<file path="src/rtl/obi_bus_responder.sv">
// obi_bus_responder: legal-by-construction OBI responder for a formal harness.
// Each channel turns free solver inputs (gnt_rand_i, rvalid_rand_i, rdata_rand_i)
// into protocol-correct gnt/rvalid/rdata. It tracks outstanding transactions,
// optionally forces bounded grant/response latency, and flags requesters that
// change or drop a request before it is granted.
module obi_bus_responder #(
    parameter  int N_CH            = 2,
    parameter  int ADDR_W          = 32,
    parameter  int DATA_W          = 32,
    parameter  int MAX_OUTSTANDING = 2,
    parameter  int MAX_GNT_WAIT    = 3,
    parameter  int MAX_RVALID_WAIT = 3,
    parameter  int FAIRNESS        = 1,
    localparam int BE_W            = DATA_W / 8,
    localparam int CNT_W           = $clog2(MAX_OUTSTANDING + 1)
) (
    input  logic                     clock,
    input  logic                     reset,
    input  logic [N_CH-1:0]          req_i,
    input  logic [N_CH*ADDR_W-1:0]   addr_i,
    input  logic [N_CH-1:0]          we_i,
    input  logic [N_CH*BE_W-1:0]     be_i,
    input  logic [N_CH*DATA_W-1:0]   wdata_i,
    input  logic [N_CH-1:0]          gnt_rand_i,
    input  logic [N_CH-1:0]          rvalid_rand_i,
    input  logic [N_CH*DATA_W-1:0]   rdata_rand_i,
    output logic [N_CH-1:0]          gnt_o,
    output logic [N_CH-1:0]          rvalid_o,
    output logic [N_CH*DATA_W-1:0]   rdata_o,
    output logic [N_CH*CNT_W-1:0]    outstanding_o,
    output logic [N_CH-1:0]          proto_err_o
);

    // Wait counters need to hold 0..MAX inclusive; keep at least one bit so a
    // zero bound still yields a legal vector.
    localparam int GW_W = (MAX_GNT_WAIT    > 0) ? $clog2(MAX_GNT_WAIT + 1)    : 1;
    localparam int RW_W = (MAX_RVALID_WAIT > 0) ? $clog2(MAX_RVALID_WAIT + 1) : 1;

    localparam logic [CNT_W-1:0] OUT_MAX = CNT_W'(MAX_OUTSTANDING);
    localparam logic [GW_W-1:0]  GW_MAX  = GW_W'(MAX_GNT_WAIT);
    localparam logic [RW_W-1:0]  RW_MAX  = RW_W'(MAX_RVALID_WAIT);
    localparam logic             FAIR_EN = (FAIRNESS != 0);

    typedef enum logic {
        REQ_IDLE,
        REQ_PENDING
    } req_state_e;

    for (genvar c = 0; c < N_CH; c++) begin : g_ch

        // Current request fields of this channel.
        logic [ADDR_W-1:0] addr_cur;
        logic              we_cur;
        logic [BE_W-1:0]   be_cur;
        logic [DATA_W-1:0] wdata_cur;

        // Captured request while it waits for its grant.
        logic [ADDR_W-1:0] addr_cap;
        logic              we_cap;
        logic [BE_W-1:0]   be_cap;
        logic [DATA_W-1:0] wdata_cap;

        req_state_e        state_q, state_d;
        logic [CNT_W-1:0]  outstanding_q, outstanding_d;
        logic [GW_W-1:0]   gnt_wait_q, gnt_wait_d;
        logic [RW_W-1:0]   rv_wait_q, rv_wait_d;
        logic              err_q, err_d;
        logic              capture_en;
        logic              gnt;
        logic              rvalid;

        assign addr_cur  = addr_i[c*ADDR_W +: ADDR_W];
        assign we_cur    = we_i[c];
        assign be_cur    = be_i[c*BE_W +: BE_W];
        assign wdata_cur = wdata_i[c*DATA_W +: DATA_W];

        // Response decisions, request FSM next state, counters and checker.
        always_comb begin
            // NOTE: every signal gets a default first so no path leaves it
            // unassigned; otherwise synthesis infers a latch.
            gnt           = 1'b0;
            rvalid        = 1'b0;
            state_d       = state_q;
            capture_en    = 1'b0;
            err_d         = err_q;
            outstanding_d = outstanding_q;
            gnt_wait_d    = '0;
            rv_wait_d     = '0;

            // Grant only a live request with room left; fairness may force it.
            gnt = !reset && req_i[c] && (outstanding_q < OUT_MAX) &&
                  (gnt_rand_i[c] || (FAIR_EN && gnt_wait_q == GW_MAX));

            // Respond only when something is outstanding; fairness may force it.
            rvalid = !reset && (outstanding_q != '0) &&
                     (rvalid_rand_i[c] || (FAIR_EN && rv_wait_q == RW_MAX));

            outstanding_d = outstanding_q + CNT_W'(gnt) - CNT_W'(rvalid);

            if (req_i[c] && !gnt) begin
                gnt_wait_d = (gnt_wait_q == GW_MAX) ? gnt_wait_q : gnt_wait_q + 1'b1;
            end

            if ((outstanding_q != '0) && !rvalid) begin
                rv_wait_d = (rv_wait_q == RW_MAX) ? rv_wait_q : rv_wait_q + 1'b1;
            end

            case (state_q)
                REQ_IDLE: begin
                    if (req_i[c] && !gnt) begin
                        state_d    = REQ_PENDING;
                        capture_en = 1'b1;
                    end
                end
                REQ_PENDING: begin
                    // A stalled request must stay asserted and unchanged.
                    if (!req_i[c] || addr_cur != addr_cap || we_cur != we_cap ||
                        be_cur != be_cap || wdata_cur != wdata_cap) begin
                        err_d = 1'b1;
                    end
                    if (gnt) begin
                        state_d = REQ_IDLE;
                    end
                end
                default: state_d = REQ_IDLE;
            endcase
        end

        // Channel state registers; reset drops any in-flight transaction.
        always_ff @(posedge clock or posedge reset) begin
            if (reset) begin
                state_q       <= REQ_IDLE;
                outstanding_q <= '0;
                gnt_wait_q    <= '0;
                rv_wait_q     <= '0;
                err_q         <= 1'b0;
            end else begin
                // NOTE: sequential state uses non-blocking assignments so all
                // registers update together from pre-edge values.
                state_q       <= state_d;
                outstanding_q <= outstanding_d;
                gnt_wait_q    <= gnt_wait_d;
                rv_wait_q     <= rv_wait_d;
                err_q         <= err_d;
            end
        end

        // Capture the request fields when a request starts to stall.
        always_ff @(posedge clock or posedge reset) begin
            // NOTE: the capture registers are reset too, so a stale request from
            // before reset can never be compared against after it.
            if (reset) begin
                addr_cap  <= '0;
                we_cap    <= 1'b0;
                be_cap    <= '0;
                wdata_cap <= '0;
            end else if (capture_en) begin
                addr_cap  <= addr_cur;
                we_cap    <= we_cur;
                be_cap    <= be_cur;
                wdata_cap <= wdata_cur;
            end
        end

        assign gnt_o[c]                          = gnt;
        assign rvalid_o[c]                       = rvalid;
        assign rdata_o[c*DATA_W +: DATA_W]       = rvalid ? rdata_rand_i[c*DATA_W +: DATA_W] : '0;
        assign outstanding_o[c*CNT_W +: CNT_W]   = outstanding_q;
        assign proto_err_o[c]                    = err_q;
    end

endmodule

</file>
<file path="config.mk">
export PLATFORM = sky130hd
export DESIGN_NAME = obi_bus_responder
export DESIGN_NICKNAME = d
export VERILOG_FILES = /design/src/rtl/obi_bus_responder.sv
export SDC_FILE = /design/constraint.sdc
export NUM_CORES = 1
export LEC_CHECK = 0
export ABC_AREA = 1
export CAP_MARGIN = 30
export CORE_MARGIN = 10
export CORE_UTILIZATION = 51
export DETAILED_ROUTE_END_ITERATION = 6
export GPL_TIMING_DRIVEN = 0
export PLACE_DENSITY = 0.87
export SKIP_LAST_GASP = 1
export SLEW_MARGIN = 20
export SYNTH_ARGS = -nofsm -noshare
export SYNTH_HDL_FRONTEND = slang
export SYNTH_SLANG_ARGS = --single-unit
</file>
<file path="constraint.sdc">
create_clock -name clock -period 27 [get_ports clock]
set_input_delay 8.1 -clock clock [delete_from_list [all_inputs] [get_ports clock]]
set_output_delay 8.1 -clock clock [all_outputs]
set_load 0.02 [all_outputs]
</file>
==> results of run 1 <==
-- worst register-to-register path: stages, from the launching register on --
cell and delay [ps]:
dfrtp_1 390, ha_1 250, or2_2 310, nand3_1 210, clkbuf_1 390, inv_1 140
ha_1 300, inv_1 40, ha_1 180, xnor2_1 130
-- cell usage in the layout (no fill, tap or decap), types with 2 or more instances in the layout --
| cell | Yosys | routed |
|---|---|---|
| xor2_1 | 36 | 36 |
| mux2i_1 | 4 | 4 |
| buf_4 | 8 | 8 |
| diode_2 | 0 | 4 |
| clkinv_2 | 0 | 3 |
| nand2_2 | 3 | 3 |
| nand3_1 | 12 | 12 |
| dfrtp_1 | 154 | 154 |
| o21ai_0 | 145 | 145 |
| inv_1 | 220 | 219 |
| nor2_1 | 163 | 163 |
| nor2_4 | 2 | 2 |
| o21ai_1 | 24 | 24 |
| ha_1 | 8 | 8 |
| o21ai_2 | 6 | 6 |
| buf_6 | 8 | 8 |
| buf_2 | 6 | 6 |
| bufinv_16 | 0 | 3 |
| clkdlybuf4s50_1 | 0 | 283 |
| xnor2_1 | 22 | 22 |
| nand2_1 | 407 | 407 |
| or2_2 | 2 | 2 |
| nor3b_2 | 2 | 2 |
| clkbuf_16 | 0 | 17 |
| clkbuf_8 | 0 | 4 |
| clkbuf_1 | 22 | 26 |
-- cell families (layout without fill, tap and decap cells) --
group / count (synthesis) / after routing / synth area share
other: 0 / 4 / 0
flip-flops: 154 / 154 / 0.438
adder cells (fa/ha/maj): 8 / 8 / 0.0114
buffers and inverters: 265 / 581 / 0.124
AO/OA/AOI/OAI: 176 / 176 / 0.103
AND/OR/NAND/NOR: 594 / 594 / 0.261
multiplexers: 4 / 4 / 0.00455
XOR/XNOR: 58 / 58 / 0.0577
-- state kept, by name, indices dropped and copies added (netlist names) --
register and count:
g_ch.state_q 2, g_ch.be_cap 8, g_ch.err_q 2, g_ch.rv_wait_q 4, g_ch.we_cap 2, g_ch.addr_cap 64
g_ch.gnt_wait_q 4, g_ch.wdata_cap 64, g_ch.outstanding_q 4
-- cell usage after synthesis (all sizes together) --
master and instances:
nand2 411, nor3b 2, buf 22, xor2 36
dfrtp 154, clkbuf 23, nor3 1, nor2 165
or2 2, o21ai 175, ha 8, nand3 12
inv 220, a21oi 1, mux2i 4, nand3b 1
xnor2 22
-- power breakdown --
part           leakage (nW)  switching, W  internal (W)  total, W
registers              1.90     0.0000585      0.000339  0.000398
logic                  4.09      0.000220      0.000172  0.000392
clock network         0.297     0.0000938      0.000155  0.000249
total                  6.29      0.000372      0.000666   0.00104
-- layer usage --
layer	part of all wire	routed length, µm
met5	0	0
met1	0.37	10300
met4	0.025	697
met3	0.082	2270
met2	0.52	14500
-- layout make-up --
class | count | area [µm²]
Tap cell | 220 | 275
Buffer | 45 | 268
Timing Repair Buffer | 284 | 2860
Inverter | 220 | 833
Clock buffer | 25 | 495
Clock inverter | 7 | 113
Multi-Input combinational cell | 840 | 3860
Sequential cell | 154 | 3850
Antenna cell | 4 | 10.0
Fill cell | 1219 | 4190
-- stage by stage --
step | instances | power [W] | cell area [µm²] | setup slack (ps) | hold slack [ps]
6_report | 1799 | 0.00104 | 12600 | 8420 | 481
5_1_grt | 1797 | 0.00111 | 12600 | 8270 | 496
4_1_cts | 1795 | 0.00104 | 12600 | 8390 | 477
3_5_place_dp | 1763 | 0.000788 | 11900 | 8390 | 461
3_3_place_gp | 1762 | 0.000764 | 11900 | 3350 | 447
2_1_floorplan | 1259 | 0.000648 | 8800 | 6200 | 434
-- path summary, 6_finish.rpt --
| path | cells after the start | startpoint | endpoint |
|---|---|---|---|
| max reg2reg | 9 | g_ch[1].rv_wait_q[0] | g_ch[1].outstanding_q[1] |
| max | 7 | reset | rvalid_o[0] |
| min reg2reg | 2 | g_ch[1].err_q | g_ch[1].err_q |
| min in group asynchronous | 2 | reset | g_ch[1].addr_cap[26] |
| min | 2 | g_ch[1].err_q | g_ch[1].err_q |
| max in group asynchronous | 3 | reset | g_ch[0].be_cap[1] |
==> summary.txt, run 1 <==
Placement
  – PortBufs: 283
  – Post-DP HPWL: 21500 µm
  – GP Congestion: 0.858

Timing
  – Clock period minus worst slack: roughly 19000 ps
  – Setup Skew: 9.92 ps
  – Pin slew with the least headroom to its limit: 532 ps
  – Setup TNS: 0 ps
  – Fmax: around 54 MHz
  – Final Cycle Share: 0.688
  – RSZ-0062 raised after global routing: false
  – Relative slew slack: 0.645
  – Slew Viols, Final: 0
  – Final Hold Fails: 0
  – Final setup viols: 0

Detailed routing
  – Via Count: 8772
  – DRT Wirelength: 27800 µm
  – Detailed Routing Iterations Pass 1: 5
  – Via-per-instance ratio: ~4.9
  – WL/cell: 15.4 µm
  – Initial DRC Count: between 500 and 600
  – Remaining DRCs: 0
  – Antenna Nets Post-Route: 0

Global route
  – Initial antenna violation count: 2
  – Gr ovfl total: 0
  – Busiest grt layer: met2
  – Vias in the first global route: 8868
  – First-pass GRT wire length: 43400 µm
  – GRT met1 Usage: 0.254
  – GR Util All Layers: 0.239
  – Met3 usage in global routing: 0.0779
  – GR Util met2: 0.428
  – Largest net degree at the start of global routing: between 100 and 150

Hold path
  – Tightest Hold Check Type: reg2reg

Synthesis
  – Largest area contributor in the netlist: dfrtp_1
  – Register area share after synthesis: 0.438
  – Area share of the largest cell type after synthesis: 0.438
  – Main area contributors after synthesis: dfrtp_1 (44%), nand2_1 (17%), inv_1 (9.4%)
  – Post-Syn Instances: between 1000 and 1500
  – Syn Nets: 1477
  – Syn_area_per_cell: 6.99 µm²
  – Unique masters post-synth: 25
  – Cell Area, Synth: 0.00880 mm²
  – Warning count from the yosys run: 0
  – FF+latch count, synth: 154

Critical path
  – Largest stage delay, worst path: 610 ps
  – Req. time, crit path: 18900 ps
  – WP buf/inv: 6
  – Top cell by count, worst path: clkdlybuf4s50_1
  – Crit path arrival time: ~10000 ps
  – Critical path capture point type: output port
  – Setup Crit Path Kind: in2out
  – FF-to-FF setup slack: 24550 ps
  – Sequence of cells on the critical path: clkdlybuf4s50_1 > inv_8 > nand3_1 > clkbuf_1 > inv_1 > buf_4 > clkdlybuf4s50_1
  – CP Launch Type: primary input
  – Slowest cell on crit path: clkdlybuf4s50_1
  – Largest fanout on the critical path: 59
  – Delay-heaviest family, CP: buffers and inverters

Cells and area
  – Fin nets: 1780
  – Area Overhead vs Synth: 42.7%
  – Layout cells sized above 1: 0.0444
  – Fin util: 0.750

Clock tree
  – Htree depth: 4
  – CTS tree: yes
  – CTS resizes: 0
  – Cts hold-fix bufs: 0
  – Root buf cell: clkbuf_16
  – CTS buffer count: 17
  – TritonCTS Sinks: 154
  – Worst skew pair latency: 430 ps
  – Clock transition at path regs: 60 ps
  – Clock Path Buffers: 2
  – Post-CTS Setup Bufs: 0

Power
  – Leakage: ~6.3 nW
  – PwrDens: 82.6 mW/mm²
  – Worst IR Drop VDD: 44.1 µV

Floorplan
  – Core area: 0.0168 mm²
  – Rows: 47
  – Die width: 151 µm
  – Die ar.: 0.0229 mm²
  – Starting Density: 0.525
  – Die Ht: 151 µm
  – I/O Pins: 284

Job
  – Max Cap Viol: 0

Run status
  – Status: completed
Power figures use the tool's default switching activity.
==> run 2: changes to the inputs <==
Settings changed: CORE_UTILIZATION 51 to 43, PLACE_DENSITY 0.87 to 0.78.
Clock period 27 ns to 16.5 ns, I/O delays scaled along.
==> summary.txt, run 2 (synthesis gave the netlist of run 1 again) <==
Floorplan
  – Core area: 0.0202 mm² (+20%)
  – Rows: 52 (+11%)
  – I/O Pins: 284 (unchanged)
  – Starting Density: 0.437 (-0.0888)
  – Die width: 163 µm (+7.7%)
  – Die ar.: 0.0266 mm² (+16%)
  – Die Ht: 163 µm (+7.7%)

Detailed routing
  – Initial DRC Count: 639 (+26%)
  – DRT Wirelength: 26800 µm (-3.6%)
  – Antenna Nets Post-Route: 0 (unchanged)
  – Remaining DRCs: 0 (unchanged)
  – Via-per-instance ratio: 4.63 (-5.0%)
  – Detailed Routing Iterations Pass 1: 5 (unchanged)
  – Via Count: 8552 (-2.5%)
  – WL/cell: 14.5 µm (-6.0%)

Clock tree
  – Htree depth: 4 (unchanged)
  – TritonCTS Sinks: 154 (unchanged)
  – Worst skew pair latency: 430 ps (about the same)
  – Root buf cell: clkbuf_16
  – CTS tree: yes
  – CTS buffer count: 17 (unchanged)
  – Clock transition at path regs: 70 ps (about the same)
  – Post-CTS Setup Bufs: 0 (unchanged)
  – Clock Path Buffers: 2 (unchanged)
  – Cts hold-fix bufs: 0 (unchanged)
  – CTS resizes: 0 (unchanged)

Cells and area
  – Fin util: 0.625 (-0.125)
  – Fin nets: 1780 (unchanged)
  – Most common cell after layout, fill and taps aside: nand2_1
  – Multi-input logic area: 0.00386 mm² (unchanged)
  – Most frequent cells in the layout: nand2_1 (407), clkdlybuf4s50_1 (283), inv_1 (219)
  – Reg area: 0.00385 mm² (unchanged)
  – Final non-filler cell total: 1846 (+2.6%)
  – Top Registers: g_ch.addr_cap: 64 flops, g_ch.wdata_cap: 64 flops, g_ch.be_cap: 8 flops
  – Layout cells sized above 1: 0.0451 (+0.000692)
  – Filler cells: 1779 (+46%)
  – Area Overhead vs Synth: 43.2%

Global route
  – Largest net degree at the start of global routing: 86 (-15%)
  – First-pass GRT wire length: 42900 µm (-1.1%)
  – Initial antenna violation count: 3 (+1)
  – Gr ovfl total: 0 (unchanged)
  – GR Util All Layers: 0.202 (-0.0371)
  – Vias in the first global route: 8737 (-1.5%)

Critical path
  – CP Launch Type: primary input
  – Top cell by count, worst path: clkdlybuf4s50_1
  – Setup Crit Path Kind: in2out
  – Critical path capture point type: output port
  – Sequence of cells on the critical path: clkdlybuf4s50_1 > inv_8 > buf_16 > nand3_1 > clkbuf_1 > inv_1 > buf_4 > clkdlybuf4s50_1
  – Req. time, crit path: 11550 ps (-7350 ps)
  – Slowest cell on crit path: clkdlybuf4s50_1
  – Largest stage delay, worst path: 620 ps (about the same)
  – Largest fanout on the critical path: 85 (+44%)
  – Crit path arrival time: 7780 ps (-2700 ps)

Timing
  – Final setup viols: 0 (unchanged)
  – Clock period minus worst slack: between 10000 and 15000 ps
  – Fmax: approximately 80 MHz
  – Relative slew slack: 0.588 (-0.0570)
  – Setup Skew: 12.5 ps (+2.59 ps)
  – Slew Viols, Final: 0 (unchanged)
  – RSZ-0062 raised after global routing: false
  – Final Hold Fails: 0 (unchanged)
  – Pin slew with the least headroom to its limit: 617 ps (+85.5 ps)
  – Final Cycle Share: 0.772

Job
  – Max Cap Viol: 0 (unchanged)

Power
  – Total power: 0.00168 W (+62%)
  – PwrDens: 133 mW/mm² (+61%)
  – Leakage: 6.27 nW (-0.26%)
  – Worst IR Drop VDD: 50.9 µV (+16%)

Placement
  – Post-DP HPWL: 21100 µm (-2.1%)
  – Inst Count DP: 1813 (+2.8%)
  – PortBufs: 283 (unchanged)
  – GP Congestion: 0.827 (-3.6%)

Run status
  – Status: completed

Hold path
  – Tightest Hold Check Type: reg2reg
[run 2: cell types whose count changed in the layout (fill, tap and decap cells not counted)]
cell and delta:
clkinvlp_4 +2, clkbuf_8 -3, clkbuf_1 -3, diode_2 -1, clkinv_4 +3, clkinv_2 -1
[run 2: cell type report]
| cell class | instances | share of cell area |
|---|---|---|
| tap | 270 | 0.0268 |
| clock buffer | 19 | 0.0351 |
| buffer | 45 | 0.0212 |
| sequential | 154 | 0.306 |
| multi-input combinational | 840 | 0.306 |
| inverter | 220 | 0.0661 |
| timing repair buffer | 284 | 0.227 |
| clock inverter | 11 | 0.0118 |
| antenna | 3 | 0.000595 |
[run 2: through the flow]
step                      TNS [ps]  cell area [µm²]  worst slack (ps)  hold slack (ps)
after global routing             0            12600              3510              526
after floorplan                  0             8800              2000              434
after detailed placement         0            12000              3700              455
final                            0            12600              3770              475
after global placement      -55400            12000             -1050              453
after CTS                        0            12600              3700              475
[run 2: path summary, 6_finish.rpt]
kind,start,endpoint,slack [ps],cells past startpoint
min reg2reg,g_ch[1].err_q,g_ch[1].err_q,480,2
max reg2reg,g_ch[1].rv_wait_q[0],g_ch[1].outstanding_q[1],14100,9
min in group asynchronous,reset,g_ch[1].addr_cap[30],5010,2
min,g_ch[1].err_q,g_ch[1].err_q,480,2
max in group asynchronous,reset,g_ch[0].rv_wait_q[0],10700,3
max,reset,rvalid_o[0],3770,8
[run 2: layer usage]
layer	up-vias	global-route usage	share of wire
met4	0	0.0750	0.018
met2	244	0.347	0.50
met1	3911	0.226	0.40
met3	35	0.0705	0.080
li1	4362	-	-
met5	-	0	0
[run 2: critical path: cells and delay by family]
kind,cells,cell delay (ps)
buffers and inverters,7,2480
AND/OR/NAND/NOR,1,270
[run 2: power breakdown]
| group | total, W | internal, W | leakage [nW] | switching [W] |
|---|---|---|---|---|
| registers | 0.000646 | 0.000554 | 1.90 | 0.0000910 |
| clock network | 0.000401 | 0.000240 | 0.281 | 0.000160 |
| logic | 0.000631 | 0.000281 | 4.09 | 0.000350 |
| total | 0.00168 | 0.00108 | 6.27 | 0.000602 |
